File: src/rtl/reg_writeback_pkg.sv
// Shared definitions for the register-file write side: default widths, the
// result record produced by the ALU and load unit, and the arbitration source.
package reg_writeback_pkg;

  localparam int DEF_DATA_W     = 16;
  localparam int DEF_ADDR_W     = 4;
  localparam int DEF_FIFO_DEPTH = 2;

  typedef struct packed {
    logic [DEF_ADDR_W-1:0] rd;
    logic [DEF_DATA_W-1:0] data;
  } result_t;

  typedef enum logic [1:0] {
    SRC_NONE,
    SRC_LOAD,
    SRC_FIFO,
    SRC_ALU
  } wb_src_e;

endpackage

File: src/rtl/reg_writeback_if.sv
// Bundle of the ALU, load-unit, register-file write and read-forwarding signals.
// The slave modport is the writeback block; the master modport is its environment.
interface reg_writeback_if #(
  parameter int DATA_W = reg_writeback_pkg::DEF_DATA_W,
  parameter int ADDR_W = reg_writeback_pkg::DEF_ADDR_W
);

  logic                 alu_valid;
  logic                 alu_ready;
  logic [ADDR_W-1:0]    alu_rd;
  logic [DATA_W-1:0]    alu_data;
  logic                 ld_issue;
  logic [ADDR_W-1:0]    ld_issue_rd;
  logic                 ld_valid;
  logic [ADDR_W-1:0]    ld_rd;
  logic [DATA_W-1:0]    ld_data;
  logic [ADDR_W-1:0]    RA;
  logic [DATA_W-1:0]    write_data;
  logic                 reg_write;
  logic [ADDR_W-1:0]    RS1;
  logic [ADDR_W-1:0]    RS2;
  logic [DATA_W-1:0]    SR1_IN;
  logic [DATA_W-1:0]    SR2_IN;
  logic [DATA_W-1:0]    SR1_FWD;
  logic [DATA_W-1:0]    SR2_FWD;
  logic                 rs1_hazard;
  logic                 rs2_hazard;
  logic [2**ADDR_W-1:0] busy_mask;

  modport slave (
    input  alu_valid, alu_rd, alu_data,
    input  ld_issue, ld_issue_rd, ld_valid, ld_rd, ld_data,
    input  RS1, RS2, SR1_IN, SR2_IN,
    output alu_ready, RA, write_data, reg_write,
    output SR1_FWD, SR2_FWD, rs1_hazard, rs2_hazard, busy_mask
  );

  modport master (
    output alu_valid, alu_rd, alu_data,
    output ld_issue, ld_issue_rd, ld_valid, ld_rd, ld_data,
    output RS1, RS2, SR1_IN, SR2_IN,
    input  alu_ready, RA, write_data, reg_write,
    input  SR1_FWD, SR2_FWD, rs1_hazard, rs2_hazard, busy_mask
  );

endinterface

File: src/rtl/reg_writeback_wb_fifo.sv
// Small synchronous FIFO for ALU results that lose write-port arbitration.
// Push and pop may happen in the same cycle, including push while full with a pop.
module wb_fifo #(
  parameter int WIDTH = 20,
  parameter int DEPTH = 2
) (
  input  logic             clk,
  input  logic             rst,
  input  logic             i_push,
  input  logic             i_pop,
  input  logic [WIDTH-1:0] i_data,
  output logic [WIDTH-1:0] o_data,
  output logic             o_full,
  output logic             o_empty
);

  localparam int PW = $clog2(DEPTH);

  // Pointers carry one extra wrap bit so full and empty are distinguishable.
  logic [PW:0]      r_wr_ptr;
  logic [PW:0]      r_rd_ptr;
  logic [WIDTH-1:0] r_mem [DEPTH];

  assign o_empty = (r_wr_ptr == r_rd_ptr);
  assign o_full  = (r_wr_ptr[PW] != r_rd_ptr[PW]) &&
                   (r_wr_ptr[PW-1:0] == r_rd_ptr[PW-1:0]);
  assign o_data  = r_mem[r_rd_ptr[PW-1:0]];

  // NOTE: sequential state uses non-blocking (<=) so every flop samples pre-edge values.
  always_ff @(posedge clk or posedge rst) begin
    if (rst) begin
      r_wr_ptr <= '0;
      r_rd_ptr <= '0;
    end else begin
      if (i_push) r_wr_ptr <= r_wr_ptr + 1'b1;
      if (i_pop)  r_rd_ptr <= r_rd_ptr + 1'b1;
    end
  end

  // NOTE: storage is not reset; an entry is only read after the pointers say it was written.
  always_ff @(posedge clk) begin
    if (i_push) r_mem[r_wr_ptr[PW-1:0]] <= i_data;
  end

endmodule

File: src/rtl/reg_writeback.sv
// Arbitrates load responses, buffered and live ALU results onto the register file
// write port; tracks pending loads and forwards the in-flight write to the read ports.
module reg_writeback
  import reg_writeback_pkg::*;
#(
  parameter int DATA_W     = DEF_DATA_W,
  parameter int ADDR_W     = DEF_ADDR_W,
  parameter int FIFO_DEPTH = DEF_FIFO_DEPTH
) (
  input logic            clk,
  input logic            rst,
  reg_writeback_if.slave wb
);

  localparam int NREG = 2**ADDR_W;

  typedef struct packed {
    logic [ADDR_W-1:0] rd;
    logic [DATA_W-1:0] data;
  } wb_rec_t;

  wb_src_e           w_src;
  wb_rec_t           w_alu_rec;
  wb_rec_t           w_ld_rec;
  wb_rec_t           w_fifo_head;
  wb_rec_t           w_win;
  logic              w_alu_live;
  logic              w_ld_live;
  logic              w_push;
  logic              w_pop;
  logic              w_full;
  logic              w_empty;
  logic [NREG-1:0]   w_busy_set;
  logic [NREG-1:0]   w_busy_clr;
  logic [ADDR_W-1:0] r_ra;
  logic [DATA_W-1:0] r_wd;
  logic              r_we;
  logic [NREG-1:0]   r_busy;

  assign w_alu_rec = {wb.alu_rd, wb.alu_data};
  assign w_ld_rec  = {wb.ld_rd, wb.ld_data};
  assign w_ld_live = wb.ld_valid && (wb.ld_rd != '0);

  // The FIFO head wins whenever no load does; computed ahead of alu_ready to keep
  // the ready path free of any dependence on alu_valid.
  assign w_pop        = !w_ld_live && !w_empty;
  assign wb.alu_ready = !rst && (!w_full || w_pop);
  assign w_alu_live   = wb.alu_valid && wb.alu_ready && (wb.alu_rd != '0);

  // NOTE: every always_comb output gets a default first so no latch is inferred.
  always_comb begin
    w_src = SRC_NONE;
    w_win = w_alu_rec;
    if (w_ld_live) begin
      w_src = SRC_LOAD;
      w_win = w_ld_rec;
    end else if (w_pop) begin
      w_src = SRC_FIFO;
      w_win = w_fifo_head;
    end else if (w_alu_live) begin
      w_src = SRC_ALU;
    end
  end

  assign w_push = w_alu_live && (w_src != SRC_ALU);

  wb_fifo #(
    .WIDTH (ADDR_W + DATA_W),
    .DEPTH (FIFO_DEPTH)
  ) u_fifo (
    .clk     (clk),
    .rst     (rst),
    .i_push  (w_push),
    .i_pop   (w_pop),
    .i_data  (w_alu_rec),
    .o_data  (w_fifo_head),
    .o_full  (w_full),
    .o_empty (w_empty)
  );

  always_comb begin
    w_busy_set = '0;
    w_busy_clr = '0;
    if (wb.ld_issue && (wb.ld_issue_rd != '0)) w_busy_set[wb.ld_issue_rd] = 1'b1;
    if (w_src == SRC_LOAD)                     w_busy_clr[wb.ld_rd]       = 1'b1;
  end

  always_ff @(posedge clk or posedge rst) begin
    if (rst) begin
      r_ra   <= '0;
      r_wd   <= '0;
      r_we   <= 1'b0;
      r_busy <= '0;
    end else begin
      r_we <= (w_src != SRC_NONE);
      if (w_src != SRC_NONE) begin
        r_ra <= w_win.rd;
        r_wd <= w_win.data;
      end
      // Set is applied after clear so a same-index issue beats the response.
      r_busy <= ((r_busy & ~w_busy_clr) | w_busy_set) & {{(NREG-1){1'b1}}, 1'b0};
    end
  end

  assign wb.RA         = r_ra;
  assign wb.write_data = r_wd;
  assign wb.reg_write  = r_we;
  assign wb.busy_mask  = r_busy;
  assign wb.rs1_hazard = r_busy[wb.RS1];
  assign wb.rs2_hazard = r_busy[wb.RS2];

  // The file commits at the next edge, so the value on the write port is bypassed.
  assign wb.SR1_FWD = (r_we && (r_ra == wb.RS1) && (wb.RS1 != '0)) ? r_wd : wb.SR1_IN;
  assign wb.SR2_FWD = (r_we && (r_ra == wb.RS2) && (wb.RS2 != '0)) ? r_wd : wb.SR2_IN;

endmodule
File: src/flat_wrapper.sv
// flat-port wrapper written by rule: the top's interface ports become plain ports
module reg_writeback_flat import reg_writeback_pkg::*;
#(
  parameter int DATA_W     = DEF_DATA_W,
  parameter int ADDR_W     = DEF_ADDR_W,
  parameter int FIFO_DEPTH = DEF_FIFO_DEPTH
)
  (clk, rst, wb_alu_valid, wb_alu_rd, wb_alu_data, wb_ld_issue, wb_ld_issue_rd, wb_ld_valid, wb_ld_rd, wb_ld_data, wb_RS1, wb_RS2, wb_SR1_IN, wb_SR2_IN, wb_alu_ready, wb_RA, wb_write_data, wb_reg_write, wb_SR1_FWD, wb_SR2_FWD, wb_rs1_hazard, wb_rs2_hazard, wb_busy_mask);
  reg_writeback_if #(.DATA_W(DATA_W), .ADDR_W(ADDR_W)) wb_i ();
  input logic clk;
  input logic rst;
  input wire logic [$bits(wb_i.alu_valid)-1:0] wb_alu_valid;
  input wire logic [$bits(wb_i.alu_rd)-1:0] wb_alu_rd;
  input wire logic [$bits(wb_i.alu_data)-1:0] wb_alu_data;
  input wire logic [$bits(wb_i.ld_issue)-1:0] wb_ld_issue;
  input wire logic [$bits(wb_i.ld_issue_rd)-1:0] wb_ld_issue_rd;
  input wire logic [$bits(wb_i.ld_valid)-1:0] wb_ld_valid;
  input wire logic [$bits(wb_i.ld_rd)-1:0] wb_ld_rd;
  input wire logic [$bits(wb_i.ld_data)-1:0] wb_ld_data;
  input wire logic [$bits(wb_i.RS1)-1:0] wb_RS1;
  input wire logic [$bits(wb_i.RS2)-1:0] wb_RS2;
  input wire logic [$bits(wb_i.SR1_IN)-1:0] wb_SR1_IN;
  input wire logic [$bits(wb_i.SR2_IN)-1:0] wb_SR2_IN;
  output wire logic [$bits(wb_i.alu_ready)-1:0] wb_alu_ready;
  output wire logic [$bits(wb_i.RA)-1:0] wb_RA;
  output wire logic [$bits(wb_i.write_data)-1:0] wb_write_data;
  output wire logic [$bits(wb_i.reg_write)-1:0] wb_reg_write;
  output wire logic [$bits(wb_i.SR1_FWD)-1:0] wb_SR1_FWD;
  output wire logic [$bits(wb_i.SR2_FWD)-1:0] wb_SR2_FWD;
  output wire logic [$bits(wb_i.rs1_hazard)-1:0] wb_rs1_hazard;
  output wire logic [$bits(wb_i.rs2_hazard)-1:0] wb_rs2_hazard;
  output wire logic [$bits(wb_i.busy_mask)-1:0] wb_busy_mask;
  assign wb_i.alu_valid = wb_alu_valid;
  assign wb_i.alu_rd = wb_alu_rd;
  assign wb_i.alu_data = wb_alu_data;
  assign wb_i.ld_issue = wb_ld_issue;
  assign wb_i.ld_issue_rd = wb_ld_issue_rd;
  assign wb_i.ld_valid = wb_ld_valid;
  assign wb_i.ld_rd = wb_ld_rd;
  assign wb_i.ld_data = wb_ld_data;
  assign wb_i.RS1 = wb_RS1;
  assign wb_i.RS2 = wb_RS2;
  assign wb_i.SR1_IN = wb_SR1_IN;
  assign wb_i.SR2_IN = wb_SR2_IN;
  assign wb_alu_ready = wb_i.alu_ready;
  assign wb_RA = wb_i.RA;
  assign wb_write_data = wb_i.write_data;
  assign wb_reg_write = wb_i.reg_write;
  assign wb_SR1_FWD = wb_i.SR1_FWD;
  assign wb_SR2_FWD = wb_i.SR2_FWD;
  assign wb_rs1_hazard = wb_i.rs1_hazard;
  assign wb_rs2_hazard = wb_i.rs2_hazard;
  assign wb_busy_mask = wb_i.busy_mask;
  reg_writeback #(.DATA_W(DATA_W), .ADDR_W(ADDR_W), .FIFO_DEPTH(FIFO_DEPTH)) u_core (.clk(clk), .rst(rst), .wb(wb_i));
endmodule
File: config.mk
export PLATFORM = sky130hd
export DESIGN_NAME = reg_writeback_flat
export DESIGN_NICKNAME = d
export VERILOG_FILES = /design/src/rtl/reg_writeback_pkg.sv /design/src/rtl/reg_writeback_if.sv /design/src/rtl/reg_writeback_wb_fifo.sv /design/src/rtl/reg_writeback.sv /design/src/flat_wrapper.sv
export SDC_FILE = /design/constraint.sdc
export NUM_CORES = 1
export LEC_CHECK = 0
export BUFFER_PORTS_ARGS = -buffer_cell sky130_fd_sc_hd__buf_2
export CAP_MARGIN = 15
export CORE_UTILIZATION = 53
export DETAILED_ROUTE_END_ITERATION = 10
export GPL_ROUTABILITY_DRIVEN = 0
export PLACE_DENSITY = 0.86
export SKIP_CTS_REPAIR_TIMING = 1
export SLEW_MARGIN = 25
export SYNTH_ARGS = -nofsm -noshare
export SYNTH_HDL_FRONTEND = slang
export SYNTH_SLANG_ARGS = --single-unit
File: constraint.sdc
create_clock -name clk -period 6.2 [get_ports clk]
set_input_delay 0.31 -clock clk [delete_from_list [all_inputs] [get_ports clk]]
set_output_delay 0.31 -clock clk [all_outputs]
set_load 0.02 [all_outputs]
Word-level counts from Yosys, hierarchy flattened
Memories as Yosys holds them, arrays and structs flattened. Cells that the tools add are included.

Add/sub/neg operators: 2. Magnitude comparators: 6. Eq/ne operators: 7. Mux-type cells: 19. Bitwise operators: 3. Reduce and logical (&&, ||, !) cells: 25.

Operator list (count): $mux 16 (4); $mux 20 (2); $lt 4x5->1 const B (4); $reduce_bool 4->1 (5); $and 16x16->16 (1); $not 16->16 (1); $or 16x16->16 (1); $logic_and 1x1->1 (14); $bmux 1 s4 (2); $demux 1 s4 (2); $eq 4x4->1 (2); $ge 4x1->1 const B (2); $mux 1 (6); $mux 2 (3); $add 2x1->2 const B (2); $logic_not 1->1 (4); $eq 2x1->1 const B (1); $eq 2x2->1 (1); $ne 2x2->1 const B (1); $reduce_bool 2->1 (1); $eq 1x1->1 (1); $logic_or 1x1->1 (1); $ne 1x1->1 (1).

Bits in registers: 40. RAM bits: 40. Output and inout bits: 72. Memories kept: 1.

Memories: u_core.u_fifo.r_mem (depth 2, width 20, rd ports 1, clocked after Yosys merged registers in 0, wr ports 1, line reg_writeback_wb_fifo.sv:22) `logic [WIDTH-1:0] r_mem [DEPTH];`.

Depth between registers and ports, before layout
Depth in word-level cells: 16. Depth in mapped cells: 7. Mapped depth without buffers: 5.

Cells and area by module
From an unflattened synthesis, not the netlist that was laid out.

Cell total of the unflattened synthesis: 356. Area, all modules: 4546.9 um2.

By module, submodules not included: reg_writeback (times used 1, cells each 277, area each 2819.0 um2, sequential area each 900.9 um2); wb_fifo (times used 1, cells each 79, area each 1727.9 um2, sequential area each 1301.2 um2).

Least setup slack after synthesis
No wires, ideal clock.

Path type: input to register. From: input port wb_ld_valid. To: memory u_core.u_fifo.r_mem[0][0] (enable). Arrival: 2.056 ns. Data required time: 5.803 ns. Slack: 3.748 ns. Stages: 5. Path buffers: 1. Cell sequence: clkbuf_1 o41a_1 xnor2_1 o21ai_0 nor2_1.

Word-level cells in the longest chain between the ends: 14.

Ends and longest elaborated chain: start: declaration (line flat_wrapper.sv:17) `input wire logic [$bits(wb_i.ld_valid)-1:0] wb_ld_valid;`; $logic_and 1x1->1 (*) (line reg_writeback.sv:42) `assign w_ld_live = wb.ld_valid && (wb.ld_rd != '0);`; $logic_not 1->1 (line reg_writeback.sv:46) `assign w_pop = !w_ld_live && !w_empty;`; $logic_and 1x1->1 (line reg_writeback.sv:46); $logic_or 1x1->1 (line reg_writeback.sv:47) `assign wb.alu_ready = !rst && (!w_full || w_pop);`; $logic_and 1x1->1 (line reg_writeback.sv:47); $logic_and 1x1->1 (2 in a row) (line reg_writeback.sv:48) `assign w_alu_live = wb.alu_valid && wb.alu_ready && (wb.alu_rd != '0);`; $mux 2 (line reg_writeback.sv:60) `end else if (w_alu_live) begin`; $mux 2 (line reg_writeback.sv:57) `end else if (w_pop) begin`; $mux 2 (line reg_writeback.sv:54) `if (w_ld_live) begin`; $ne 2x2->1 (line reg_writeback.sv:65) `assign w_push = w_alu_live && (w_src != SRC_ALU);`; $logic_and 1x1->1 (*) (line reg_writeback.sv:65); $mux 1 (*) (line reg_writeback_wb_fifo.sv:42) `if (i_push) r_mem[r_wr_ptr[PW-1:0]] <= i_data;`; $mux 1 (implied by the code) (*) (line reg_writeback_wb_fifo.sv:42); end: declaration (line reg_writeback_wb_fifo.sv:22).

Mark *: on every way between the ends. The rest lies on a longest branch, timed or not.

Worst setup path in the final report
From: register u_core.r_ra[0] (netlist: u_core.wb.RA[0]). To: output port wb_SR1_FWD[9].

Word-level cells in the longest chain between the ends: 4.

Ends and longest elaborated chain: start: declaration (line reg_writeback.sv:35) `logic [ADDR_W-1:0] r_ra;`; start signal: assignment (line reg_writeback.sv:97) `r_ra <= w_win.rd;`; $eq 4x4->1 (line reg_writeback.sv:113) `assign wb.SR1_FWD = (r_we && (r_ra == wb.RS1) && (wb.RS1 != '0)) ? r_wd : wb.SR1_IN;`; $logic_and 1x1->1 (2 in a row) (line reg_writeback.sv:113); $mux 16 (line reg_writeback.sv:113); end: declaration (line flat_wrapper.sv:28) `output wire logic [$bits(wb_i.SR1_FWD)-1:0] wb_SR1_FWD;`.

Every way passes these cells.

==> impl_metrics.tcl <==
set metrics [dict create \
    status "complete, no violations" \
    drtAntennaViolNets 0 \
    worst_setup_path_start_kind "flop" \
    setup_tns_ns 0 \
    cts-root-buf "clkbuf_8" \
    wl_per_cell_um 17.7 \
    crit_type "reg -> out" \
    setup_viol_count_final 0 \
    yosysWarnings 0 \
    finClkSkew_ns 0.00795 \
    synth-seq-area-share 0.529 \
    clk_latency_ns 0.36 \
    max-slew-margin-rel 0.348 \
    seq_area_um2 2200 \
    route.detailed.drc 0 \
    yosys-top-cells-area "edfxtp_1, dfrtp_1, mux2_2" \
    syn_avg_cell_area_um2 12.0 \
    hpwl_mm 8.09 \
    postSynthCellCount 348 \
    endpoint_kind "output pin" \
    htree_levels 3 \
    vias 3492 \
    cts.sinks 80 \
    cp.arrival_ns 2.58 \
    min_period_ns 2.89 \
    ir_worst_vdd_v 0.000223 \
    syn_area_um2 4160 \
    cap_violations 0 \
    track_usage 0.265 \
    hold_path_class "in -> async" \
    synth-seq-cells 80 \
    finalCritPeriodShare 0.466 \
    grt_max_degree 41 \
    fmaxAchievable_mhz 346 \
    cp_top_family "compound AO/OA/AOI/OAI gates" \
    grt_antenna_before_repair 0 \
    routed_via_density 5.80 \
    antenna-diode-count 0 \
    grt_pass1_wl_mm 16.7 \
    crit_path_max_fanout 16 \
    tightest_slew_ns 0.975 \
    drv_slew 0 \
    synth.distinct_cells 33 \
    synthArstFlopShare 0.500 \
    drive_above_1_share 0.469 \
    place.port_buffers 159 \
    wirelength_mm 10.7 \
    first_iter_violations 366 \
    synth_ff_type "edfxtp_1" \
    row_count 31 \
    final_area_um2 5170 \
    grt_overflow 0 \
    leakagePower_nw 2.16 \
    die-width_um 90.6 \
    start_util 0.562 \
    syn_to_final_growth_pct 24.1 \
    critPathBufInv 1 \
    final_nets 587 \
    finalHoldViolCount 0 \
    path_cells "or3_1 -> a21oi_2 -> mux2_2 -> buf_2" \
    netlist.area_leader.share 0.289 \
    fill_cells 576 \
    ios 161 \
    cts-buffers-inserted 9 \
    die_area_um2 8210 \
    p_per_area_nw_per_um2 430 \
    die_h_um 90.6 \
    synth_top_cell_by_area "edfxtp_1" \
    synth_edf_count 40 \
    clockBufferDepth 2 \
    cp_data_required_time_ns 5.89 \
    multi_input_area_um2 1840 \
    cts_tree "yes" \
    grt_pass1_vias 3258 \
    synth_nets 437 \
    clk_pin_slew_ns 0.08 \
    p_total_mw 2.22 \
    first_pass_iters 4 \
    core_um2 7410 \
    placed_cell_area_um2 4980 \
    crit_slowest_cell "a21oi_2" \
    rsz0062_at_grt "false" \
    slowest_delay_ns 0.74 \
]
==> area by class of cell <==
cell class | count | share of cell area
clock buffers | 10 | 0.0247
clock inverters | 6 | 0.00872
inverters | 3 | 0.00218
multi-input cells | 243 | 0.357
flip-flops and latches | 80 | 0.426
well taps | 99 | 0.0240
repair buffers | 161 | 0.157
==> Yosys cell counts, drive strengths merged (3+ instances only) <==
cell type	count
nand2	25
buf	9
or2	4
clkbuf	13
edfxtp	40
inv	3
o211ai	15
xnor2	13
o21ai	53
a31oi	15
dfrtp	40
mux2	40
nand2b	5
a22oi	12
mux2i	14
nor2	17
nand3	3
mux4	8
==> worst reg2reg max path: cells and delay by family (launching register included) <==
family	cells	cell delay (ns)
buffers and inverters	1	0.61
AO/OA/AOI/OAI	1	0.25
flip-flops	1	0.79
XOR/XNOR	1	0.57
==> placed cells by master (no fill, tap or decap), drive strengths merged <==
cell / n
buf: 161
o21ai: 53
mux2: 40
edfxtp: 40
dfrtp: 40
nand2: 25
nor2: 17
o211ai: 15
a31oi: 15
mux2i: 14
xnor2: 13
a22oi: 12
clkbuf: 10
mux4: 8
nand2b: 5
or2: 4
inv: 4
nand3: 3
clkinvlp: 3
nor4: 2
nor3: 2
or3: 2
nand4: 2
a21oi: 2
nand3b: 2
xor2: 2
clkinv: 2
o41ai: 1
o2111a: 1
o41a: 1
or3b: 1
conb: 1
==> worst paths after layout <==
| kind | slack [ns] | from | to | cells past startpoint |
|---|---|---|---|---|
| min | 0.09 | rst | u_core.wb.write_data[12] | 3 |
| max | 3.31 | u_core.wb.RA[0] | wb_SR1_FWD[9] | 4 |
| max in group asynchronous | 5.75 | rst | u_core.u_fifo.r_rd_ptr[0] | 3 |
| min reg2reg | 0.54 | u_core.u_fifo.r_wr_ptr[1] | u_core.u_fifo.r_wr_ptr[1] | 1 |
| min in group clk | 0.16 | wb_alu_data[7] | u_core.u_fifo.r_mem[0][7] | 1 |
| max reg2reg | 3.61 | u_core.u_fifo.r_rd_ptr[0] | u_core.u_fifo.r_mem[1][18] | 3 |
==> cell families (layout without fill, tap and decap cells) <==
logic type                count (synthesis)  in the layout  synth area share
AOI/OAI and AO/OA                       100            100             0.152
DFF                                      80             80             0.529
and+or+nand+nor                          65             65            0.0722
muxes                                    62             62             0.185
buffers and inverters                    25            180            0.0295
xor gates and xnor gates                 15             15            0.0316
other                                     1              1          0.000901
==> state kept, by name, summed over array words and instances, names as in the netlist <==
register	cells
u_core.u_fifo.r_rd_ptr	2
u_core.u_fifo.r_wr_ptr	2
u_core.wb.busy_mask	15
u_core.wb.RA	4
u_core.wb.write_data	16
u_core.wb.reg_write	1
u_core.u_fifo.r_mem	40
==> report_power, final <==
group	internal [mW]	total (mW)	leakage, nW	switching [mW]
clock network	0.146	0.339	0.0789	0.193
registers	0.714	0.889	0.836	0.175
logic	0.387	0.991	1.25	0.603
==> layer usage <==
layer	share of wire	global-route usage	wire length, µm	vias up
met3	0.075	0.0715	800	18
li1	-	-	-	1622
met4	0.016	0.0847	167	0
met2	0.48	0.420	5150	182
met5	0	0	0	-
met1	0.43	0.356	4530	1670
==> per-stage QoR <==
step                instances   util  setup WS (ns)  hold WS [ns]
floorplan                 348      -           3.75         0.409
global placement          586  0.673           3.18         0.485
detailed placement        586  0.673           2.99         0.485
CTS                       602  0.696           2.96         0.102
global route              602  0.697           3.18         0.127
finish                    602  0.697           3.31        0.0890
Note: power is estimated with default switching activity, not from simulation.
